`src/rtl/dram_wb_if.sv`:
```
// Wishbone B4 classic-cycle bus between the pattern tester and the LiteDRAM user port.
interface dram_wb_if #(
    parameter int unsigned DATA_WIDTH = 256,
    parameter int unsigned ADDR_WIDTH = 25
);
    logic                    cyc;
    logic                    stb;
    logic                    we;
    logic [ADDR_WIDTH-1:0]   adr;
    logic [DATA_WIDTH-1:0]   dat_w;
    logic [DATA_WIDTH/8-1:0] sel;
    logic [DATA_WIDTH-1:0]   dat_r;
    logic                    ack;
    logic                    err;

    modport master (
        output cyc, stb, we, adr, dat_w, sel,
        input  dat_r, ack, err
    );

    modport slave (
        input  cyc, stb, we, adr, dat_w, sel,
        output dat_r, ack, err
    );
endinterface

```
`src/rtl/dram_wb_pattern_tester.sv`:
```
// Writes a fixed pattern bank to DRAM over Wishbone, reads it back and reports pass/fail/timeout.
module dram_wb_pattern_tester #(
    parameter int unsigned DATA_WIDTH     = 256,
    parameter int unsigned ADDR_WIDTH     = 25,
    parameter int unsigned NUM_WORDS      = 16,
    parameter int unsigned BASE_ADDR      = 0,
    parameter int unsigned TIMEOUT_CYCLES = 1023
) (
    input  logic                  user_clk,
    input  logic                  user_rst,
    input  logic                  init_done,
    input  logic                  start,
    dram_wb_if.master             wb,
    output logic                  busy,
    output logic                  done,
    output logic                  pass,
    output logic                  fail,
    output logic                  timeout,
    output logic [15:0]           err_count,
    output logic [ADDR_WIDTH-1:0] first_err_addr
);
    typedef enum logic [2:0] {
        StIdle, StWaitInit, StWrReq, StWrWait, StRdReq, StRdWait, StCheck, StDone
    } state_e;

    localparam logic [15:0] LastIdx = 16'(NUM_WORDS - 1);

    state_e                  state_q;
    logic [15:0]             idx_q;
    logic [3:0]              pat_q;
    logic [31:0]             tmo_q;
    logic [DATA_WIDTH-1:0]   rdata_q;

    logic [ADDR_WIDTH-1:0]   cur_adr;
    logic [DATA_WIDTH-1:0]   exp_word;
    logic [15:0]             err_count_inc;
    logic [3:0]              next_pat;
    logic                    last, ack_hit, err_hit, tmo_hit, mismatch;

    // Pattern P[pat] replicated across the bus, low word replaced by the index to expose aliasing.
    function automatic logic [DATA_WIDTH-1:0] expected_word(input logic [3:0] pat,
                                                            input logic [15:0] idx);
        logic [127:0]          p;
        logic [DATA_WIDTH-1:0] w;
        case (pat)
            4'd0:    p = {16{8'hA5}};
            4'd1:    p = {16{8'h5A}};
            4'd2:    p = {16{8'hFF}};
            4'd3:    p = {16{8'h00}};
            4'd4:    p = {16{8'hF0}};
            4'd5:    p = {16{8'h0F}};
            4'd6:    p = {16{8'hAA}};
            4'd7:    p = {16{8'h55}};
            default: p = 128'hAABB_CCDD_EEFF_0011_2233_4455_6677_8899;
        endcase
        for (int k = 0; k < int'(DATA_WIDTH / 128); k++) w[k*128 +: 128] = p;
        w[31:0] = {16'h0000, idx};
        return w;
    endfunction

    assign cur_adr       = ADDR_WIDTH'(BASE_ADDR) + ADDR_WIDTH'(idx_q);
    assign exp_word      = expected_word(pat_q, idx_q);
    assign err_count_inc = (err_count == 16'hFFFF) ? err_count : err_count + 16'd1;
    assign next_pat      = (pat_q == 4'd8) ? 4'd0 : pat_q + 4'd1;
    assign last          = (idx_q == LastIdx);
    assign err_hit       = wb.stb && wb.err;
    assign ack_hit       = wb.stb && wb.ack && !wb.err;
    assign tmo_hit       = (tmo_q >= TIMEOUT_CYCLES - 1);
    assign mismatch      = (rdata_q != exp_word);

    always_ff @(posedge user_clk) begin
        if (user_rst) begin
            state_q        <= StIdle;
            idx_q          <= '0;
            pat_q          <= '0;
            tmo_q          <= '0;
            rdata_q        <= '0;
            wb.cyc         <= 1'b0;
            wb.stb         <= 1'b0;
            wb.we          <= 1'b0;
            wb.adr         <= '0;
            wb.dat_w       <= '0;
            wb.sel         <= '0;
            busy           <= 1'b0;
            done           <= 1'b0;
            pass           <= 1'b0;
            fail           <= 1'b0;
            timeout        <= 1'b0;
            err_count      <= '0;
            first_err_addr <= '0;
        end else begin
            unique case (state_q)
                StIdle, StDone: begin
                    if (start) begin
                        state_q        <= StWaitInit;
                        busy           <= 1'b1;
                        done           <= 1'b0;
                        pass           <= 1'b0;
                        fail           <= 1'b0;
                        timeout        <= 1'b0;
                        err_count      <= '0;
                        first_err_addr <= '0;
                        idx_q          <= '0;
                        pat_q          <= '0;
                    end
                end
                StWaitInit: begin
                    if (init_done) state_q <= StWrReq;
                end
                StWrReq, StRdReq: begin
                    wb.cyc  <= 1'b1;
                    wb.stb  <= 1'b1;
                    wb.we   <= (state_q == StWrReq);
                    wb.adr  <= cur_adr;
                    wb.sel  <= '1;
                    tmo_q   <= '0;
                    if (state_q == StWrReq) begin
                        wb.dat_w <= exp_word;
                        state_q  <= StWrWait;
                    end else begin
                        state_q  <= StRdWait;
                    end
                end
                StWrWait, StRdWait: begin
                    if (err_hit || ack_hit) begin
                        wb.cyc <= 1'b0;
                        wb.stb <= 1'b0;
                        wb.sel <= '0;
                        if (ack_hit && state_q == StRdWait) begin
                            rdata_q <= wb.dat_r;
                            state_q <= StCheck;
                        end else begin
                            if (err_hit) begin
                                err_count <= err_count_inc;
                                if (err_count == '0) first_err_addr <= cur_adr;
                            end
                            if (!last) begin
                                idx_q   <= idx_q + 16'd1;
                                pat_q   <= next_pat;
                                state_q <= (state_q == StWrWait) ? StWrReq : StRdReq;
                            end else if (state_q == StWrWait) begin
                                idx_q   <= '0;
                                pat_q   <= '0;
                                state_q <= StRdReq;
                            end else begin
                                // Read error on the last word: the run already has an error.
                                state_q <= StDone;
                                busy    <= 1'b0;
                                done    <= 1'b1;
                                pass    <= 1'b0;
                                fail    <= 1'b1;
                            end
                        end
                    end else if (tmo_hit) begin
                        wb.cyc    <= 1'b0;
                        wb.stb    <= 1'b0;
                        wb.sel    <= '0;
                        timeout   <= 1'b1;
                        err_count <= err_count_inc;
                        if (err_count == '0) first_err_addr <= cur_adr;
                        state_q   <= StDone;
                        busy      <= 1'b0;
                        done      <= 1'b1;
                        pass      <= 1'b0;
                        fail      <= 1'b1;
                    end else begin
                        tmo_q <= tmo_q + 32'd1;
                    end
                end
                StCheck: begin
                    if (mismatch) begin
                        err_count <= err_count_inc;
                        if (err_count == '0) first_err_addr <= cur_adr;
                    end
                    if (last) begin
                        state_q <= StDone;
                        busy    <= 1'b0;
                        done    <= 1'b1;
                        pass    <= (err_count == '0) && !mismatch && !timeout;
                        fail    <= !((err_count == '0) && !mismatch && !timeout);
                    end else begin
                        idx_q   <= idx_q + 16'd1;
                        pat_q   <= next_pat;
                        state_q <= StRdReq;
                    end
                end
            endcase
        end
    end
endmodule

```
`src/flat_wrapper.sv`:
```
// flat-port wrapper written by rule: the top's interface ports become plain ports
module dram_wb_pattern_tester_flat 
#(
    parameter int unsigned DATA_WIDTH     = 256,
    parameter int unsigned ADDR_WIDTH     = 25,
    parameter int unsigned NUM_WORDS      = 16,
    parameter int unsigned BASE_ADDR      = 0,
    parameter int unsigned TIMEOUT_CYCLES = 1023
)
  (user_clk, user_rst, init_done, start, busy, done, pass, fail, timeout, err_count, first_err_addr, wb_cyc, wb_stb, wb_we, wb_adr, wb_dat_w, wb_sel, wb_dat_r, wb_ack, wb_err);
  dram_wb_if #(.DATA_WIDTH(DATA_WIDTH), .ADDR_WIDTH(ADDR_WIDTH)) wb_i ();
  input  logic user_clk;
  input  logic user_rst;
  input  logic init_done;
  input  logic start;
  output logic busy;
  output logic done;
  output logic pass;
  output logic fail;
  output logic timeout;
  output logic [15:0] err_count;
  output logic [ADDR_WIDTH-1:0] first_err_addr;
  output wire logic [$bits(wb_i.cyc)-1:0] wb_cyc;
  output wire logic [$bits(wb_i.stb)-1:0] wb_stb;
  output wire logic [$bits(wb_i.we)-1:0] wb_we;
  output wire logic [$bits(wb_i.adr)-1:0] wb_adr;
  output wire logic [$bits(wb_i.dat_w)-1:0] wb_dat_w;
  output wire logic [$bits(wb_i.sel)-1:0] wb_sel;
  input wire logic [$bits(wb_i.dat_r)-1:0] wb_dat_r;
  input wire logic [$bits(wb_i.ack)-1:0] wb_ack;
  input wire logic [$bits(wb_i.err)-1:0] wb_err;
  assign wb_cyc = wb_i.cyc;
  assign wb_stb = wb_i.stb;
  assign wb_we = wb_i.we;
  assign wb_adr = wb_i.adr;
  assign wb_dat_w = wb_i.dat_w;
  assign wb_sel = wb_i.sel;
  assign wb_i.dat_r = wb_dat_r;
  assign wb_i.ack = wb_ack;
  assign wb_i.err = wb_err;
  dram_wb_pattern_tester #(.DATA_WIDTH(DATA_WIDTH), .ADDR_WIDTH(ADDR_WIDTH), .NUM_WORDS(NUM_WORDS), .BASE_ADDR(BASE_ADDR), .TIMEOUT_CYCLES(TIMEOUT_CYCLES)) u_core (.user_clk(user_clk), .user_rst(user_rst), .init_done(init_done), .start(start), .wb(wb_i), .busy(busy), .done(done), .pass(pass), .fail(fail), .timeout(timeout), .err_count(err_count), .first_err_addr(first_err_addr));
endmodule
```
`config.mk`:
```
export PLATFORM = sky130hd
export DESIGN_NAME = dram_wb_pattern_tester_flat
export DESIGN_NICKNAME = d
export VERILOG_FILES = /design/src/rtl/dram_wb_if.sv /design/src/rtl/dram_wb_pattern_tester.sv /design/src/flat_wrapper.sv
export SDC_FILE = /design/constraint.sdc
export NUM_CORES = 1
export LEC_CHECK = 0
export CAP_MARGIN = 20
export CORE_AREA = 2 2 241 243
export CTS_BUF_LIST = sky130_fd_sc_hd__clkbuf_8
export DETAILED_ROUTE_END_ITERATION = 8
export DIE_AREA = 0 0 243 245
export PLACE_DENSITY = 0.75
export SYNTH_ARGS = -nofsm -noshare
export SYNTH_HDL_FRONTEND = slang
export SYNTH_SLANG_ARGS = --single-unit
```
`constraint.sdc`:
```
create_clock -name user_clk -period 3.15 [get_ports user_clk]
set_clock_uncertainty 0.1 [all_clocks]
set_input_delay 0.4725 -clock user_clk [delete_from_list [all_inputs] [get_ports user_clk]]
set_output_delay 0.4725 -clock user_clk [all_outputs]
set_load 0.02 [all_outputs]
```
==> metrics.txt <==
outcome=complete, no violations; final setup fails=0; FMAX=320 MHz; gr ovfl total=0; DR pass1 iterations=5; crit-path leading delay family=simple AND/OR/NAND/NOR gates; final instance area=26900 um^2; Yosys reg bits=394; CTS tree=done; number of global-route vias before repair=17497; Crit Reg-Reg Endpoint=u_core.first_err_addr[15]; Die H=245 um; global-route wire length before repair=111 mm; Hold EP=u_core.wb.adr[10]; # clock sinks=394; Final TNS setup=0 ns; register area share after synthesis=40.2%; placed cell areas=25200 um^2; P&R area growth vs syn=37.2%; synthesized area=19600 um^2; type of origin of the critical path=register; critical path type=reg2reg; Final Hold Vio Count=0; Crit Path Max Fanout=8; layout cell share with drive strength beyond 1=10.6%; Bufs on Longest Clock Path=3; Starting Density=34.4%; Via density=5.10; Worst Hold Depth=2; Power Dens Cells=510 nW/um^2; CTS buffer count=71; Layout Utilization=47.2%; gp weighted congestion=1.01; commonest cells after routing, fill and taps aside=nand2_1 (671), clkdlybuf4s50_1 (588), dfxtp_1 (391), a21oi_1 (339), buf_4 (150); DRC violations left=0; Die Wd=243 um; FP Rows=88; Root Buffer Master=clkbuf_8; WP data required=3.58 ns; CP startpoint=u_core.pat_q[3]; commonest non-fill, non-tap cell in the layout=nand2_1; Leak=0.00938 uW; initial drt markers=1767; worst hold path type=in2reg; syn avg cell area=7.62 um^2; PnR Total Power=13700 uW; total routed wirelength=76.9 mm; crit-path most repeated cell=buf_4; CP Capture Type=register; worst slew pin tran=0.965 ns; ys flop type=dfxtp_1; routed via count=19411; GRT Total Usage=24.4%; I/O pins=624; antenna violations before repair=9; largest net degree at the start of global routing=131; Net count, final=3256; worst reg2reg path depth=13; cell count after synthesis=2575; Core Area=57000 um^2; RSZ-0062 raised after global routing=yes; crit-path cells=or2_4, or4_4, a222oi_1, o21ai_1, nor4_2, buf_4, nand4_1, buf_4, nor2_4, buf_12, a211oi_4, clkbuf_16, mux2i_1; Final period util=99.2%; Syn. warnings=0; Yosys cell types=82; Slew HR=35.5%; Final ANT Viol Nets=0; Max Transition Viols Final=0; reg2reg start=u_core.pat_q[3]; slowest stage delay, CP=0.43 ns; Worst EP arrival=3.55 ns; Synth async-reset ratio=0%; hold_buf cts=0; Worst R2R Setup Slack=0.03 ns; DP HPWL=59.0 mm; Max Cap Violations=0; wire per inst=20.2 um; HP Start=user_rst; worst-skew pair later-pin latency=0.68 ns; stages on the worst setup path=13; IR drop worst, VDD=0.292 mV; WP buf/inv=4; Reg clk slew, reported paths=0.07 ns; Die ar.=59500 um^2; H-Tree Depth=3; Critical Path Slowest Stage Cell=or4_4; IO Port Bufs=589; Post-synth EDFFs=0; minimum clock period=3.12 ns
## where the power goes
group	switching, uW	internal (uW)
Clock	2230	2850
Sequential	72.8	5050
Combinational	1890	1650
## worst register-to-register path, stage by stage, from the launching register on
cell and delay, ns:
dfxtp_4 0.38, or2_4 0.26, or4_4 0.43, a222oi_1 0.41, o21ai_1 0.16, nor4_2 0.18
buf_4 0.16, nand4_1 0.09, buf_4 0.17, nor2_4 0.12, buf_12 0.14, a211oi_4 0.07
clkbuf_16 0.21, mux2i_1 0.11
## logic make-up (layout without fill, tap and decap cells)
family,count (synthesis),after routing,synth area share [%]
AND/OR/NAND/NOR,1066,1066,24.1
adder cells (fa/ha/maj),9,9,0.574
AO/OA/AOI/OAI,545,545,16.5
other,1,42,0.0191
buffers and inverters,485,913,15.0
flip-flops,394,394,40.2
XOR/XNOR,54,54,2.41
multiplexers,21,21,1.08
## Yosys cell counts (all sizes together), types with 16 or more instances
master | n | area (um^2)
nand2 | 671 | 2520
dfxtp | 394 | 7890
a21oi | 340 | 1700
buf | 322 | 2340
clkbuf | 134 | 503
nor2 | 109 | 429
nand3 | 59 | 300
o21ai | 54 | 270
nor4 | 50 | 319
nand4 | 37 | 231
and3 | 30 | 188
nor3 | 30 | 155
xnor2 | 30 | 263
inv | 28 | 105
xor2 | 24 | 210
mux2i | 19 | 190
a31oi | 16 | 100
o32ai | 16 | 155
## registers in the layout (all words and copies together), names as in the netlist, named ones only
name and cells:
u_core.rdata_q 256, u_core.tmo_q 32, u_core.wb.dat_w 24, u_core.err_count 16
u_core.first_err_addr 16, u_core.idx_q 16, u_core.wb.adr 16, u_core.pat_q 4
u_core.state_q 3, u_core.busy 1, u_core.done 1, u_core.fail 1
u_core.pass 1, u_core.timeout 1, u_core.wb.sel 1, u_core.wb.we 1
## metrics by stage
| step | cells | setup slack, ns | hold slack [ns] |
|---|---|---|---|
| 6_report | 3809 | 0.0251 | 0.159 |
| 4_1_cts | 3797 | 0.0172 | 0.109 |
| 3_3_place_gp | 3671 | -0.413 | 0.342 |
| 3_5_place_dp | 3671 | -0.441 | 0.347 |
| 5_1_grt | 3805 | -0.168 | 0.141 |
| 2_1_floorplan | 2608 | 0.374 | 0.333 |
## cell type report
type	count	area, um^2
Fill cell	5630	30100
Multi-Input combinational cell	1729	9010
Sequential cell	394	7890
Timing Repair Buffer	760	7430
Clock buffer	84	1160
Tap cell	765	957
Clock inverter	40	328
Inverter	29	109
Antenna cell	8	20.0
## routing by layer
layer	GRT usage, %	vias to the layer above	share of wire, %
met4	10.4	0	4.4
met1	30.9	9079	41
met5	0	-	0
li1	-	9307	-
met2	40.8	858	48
met3	4.49	167	6.7
## what timing repair did
| item | in CTS | in global routing |
|---|---|---|
| pin swaps | 4 | 11 |
| setup buffers | 2 | 3 |
| gates cloned | 0 | 1 |
| setup endpoints to repair | 34 | 34 |
| resized for setup | 7 | 24 |
## worst max path at each step
stage                                     end  slack [ns]
CTS                      u_core.err_count[15]        0.02
finish              u_core.first_err_addr[15]        0.03
global route        u_core.first_err_addr[11]       -0.17
global placement    u_core.first_err_addr[10]       -0.41
detailed placement   u_core.first_err_addr[5]       -0.44
floorplan                    u_core.idx_q[12]        0.37
(Power assumes the default switching activity.)
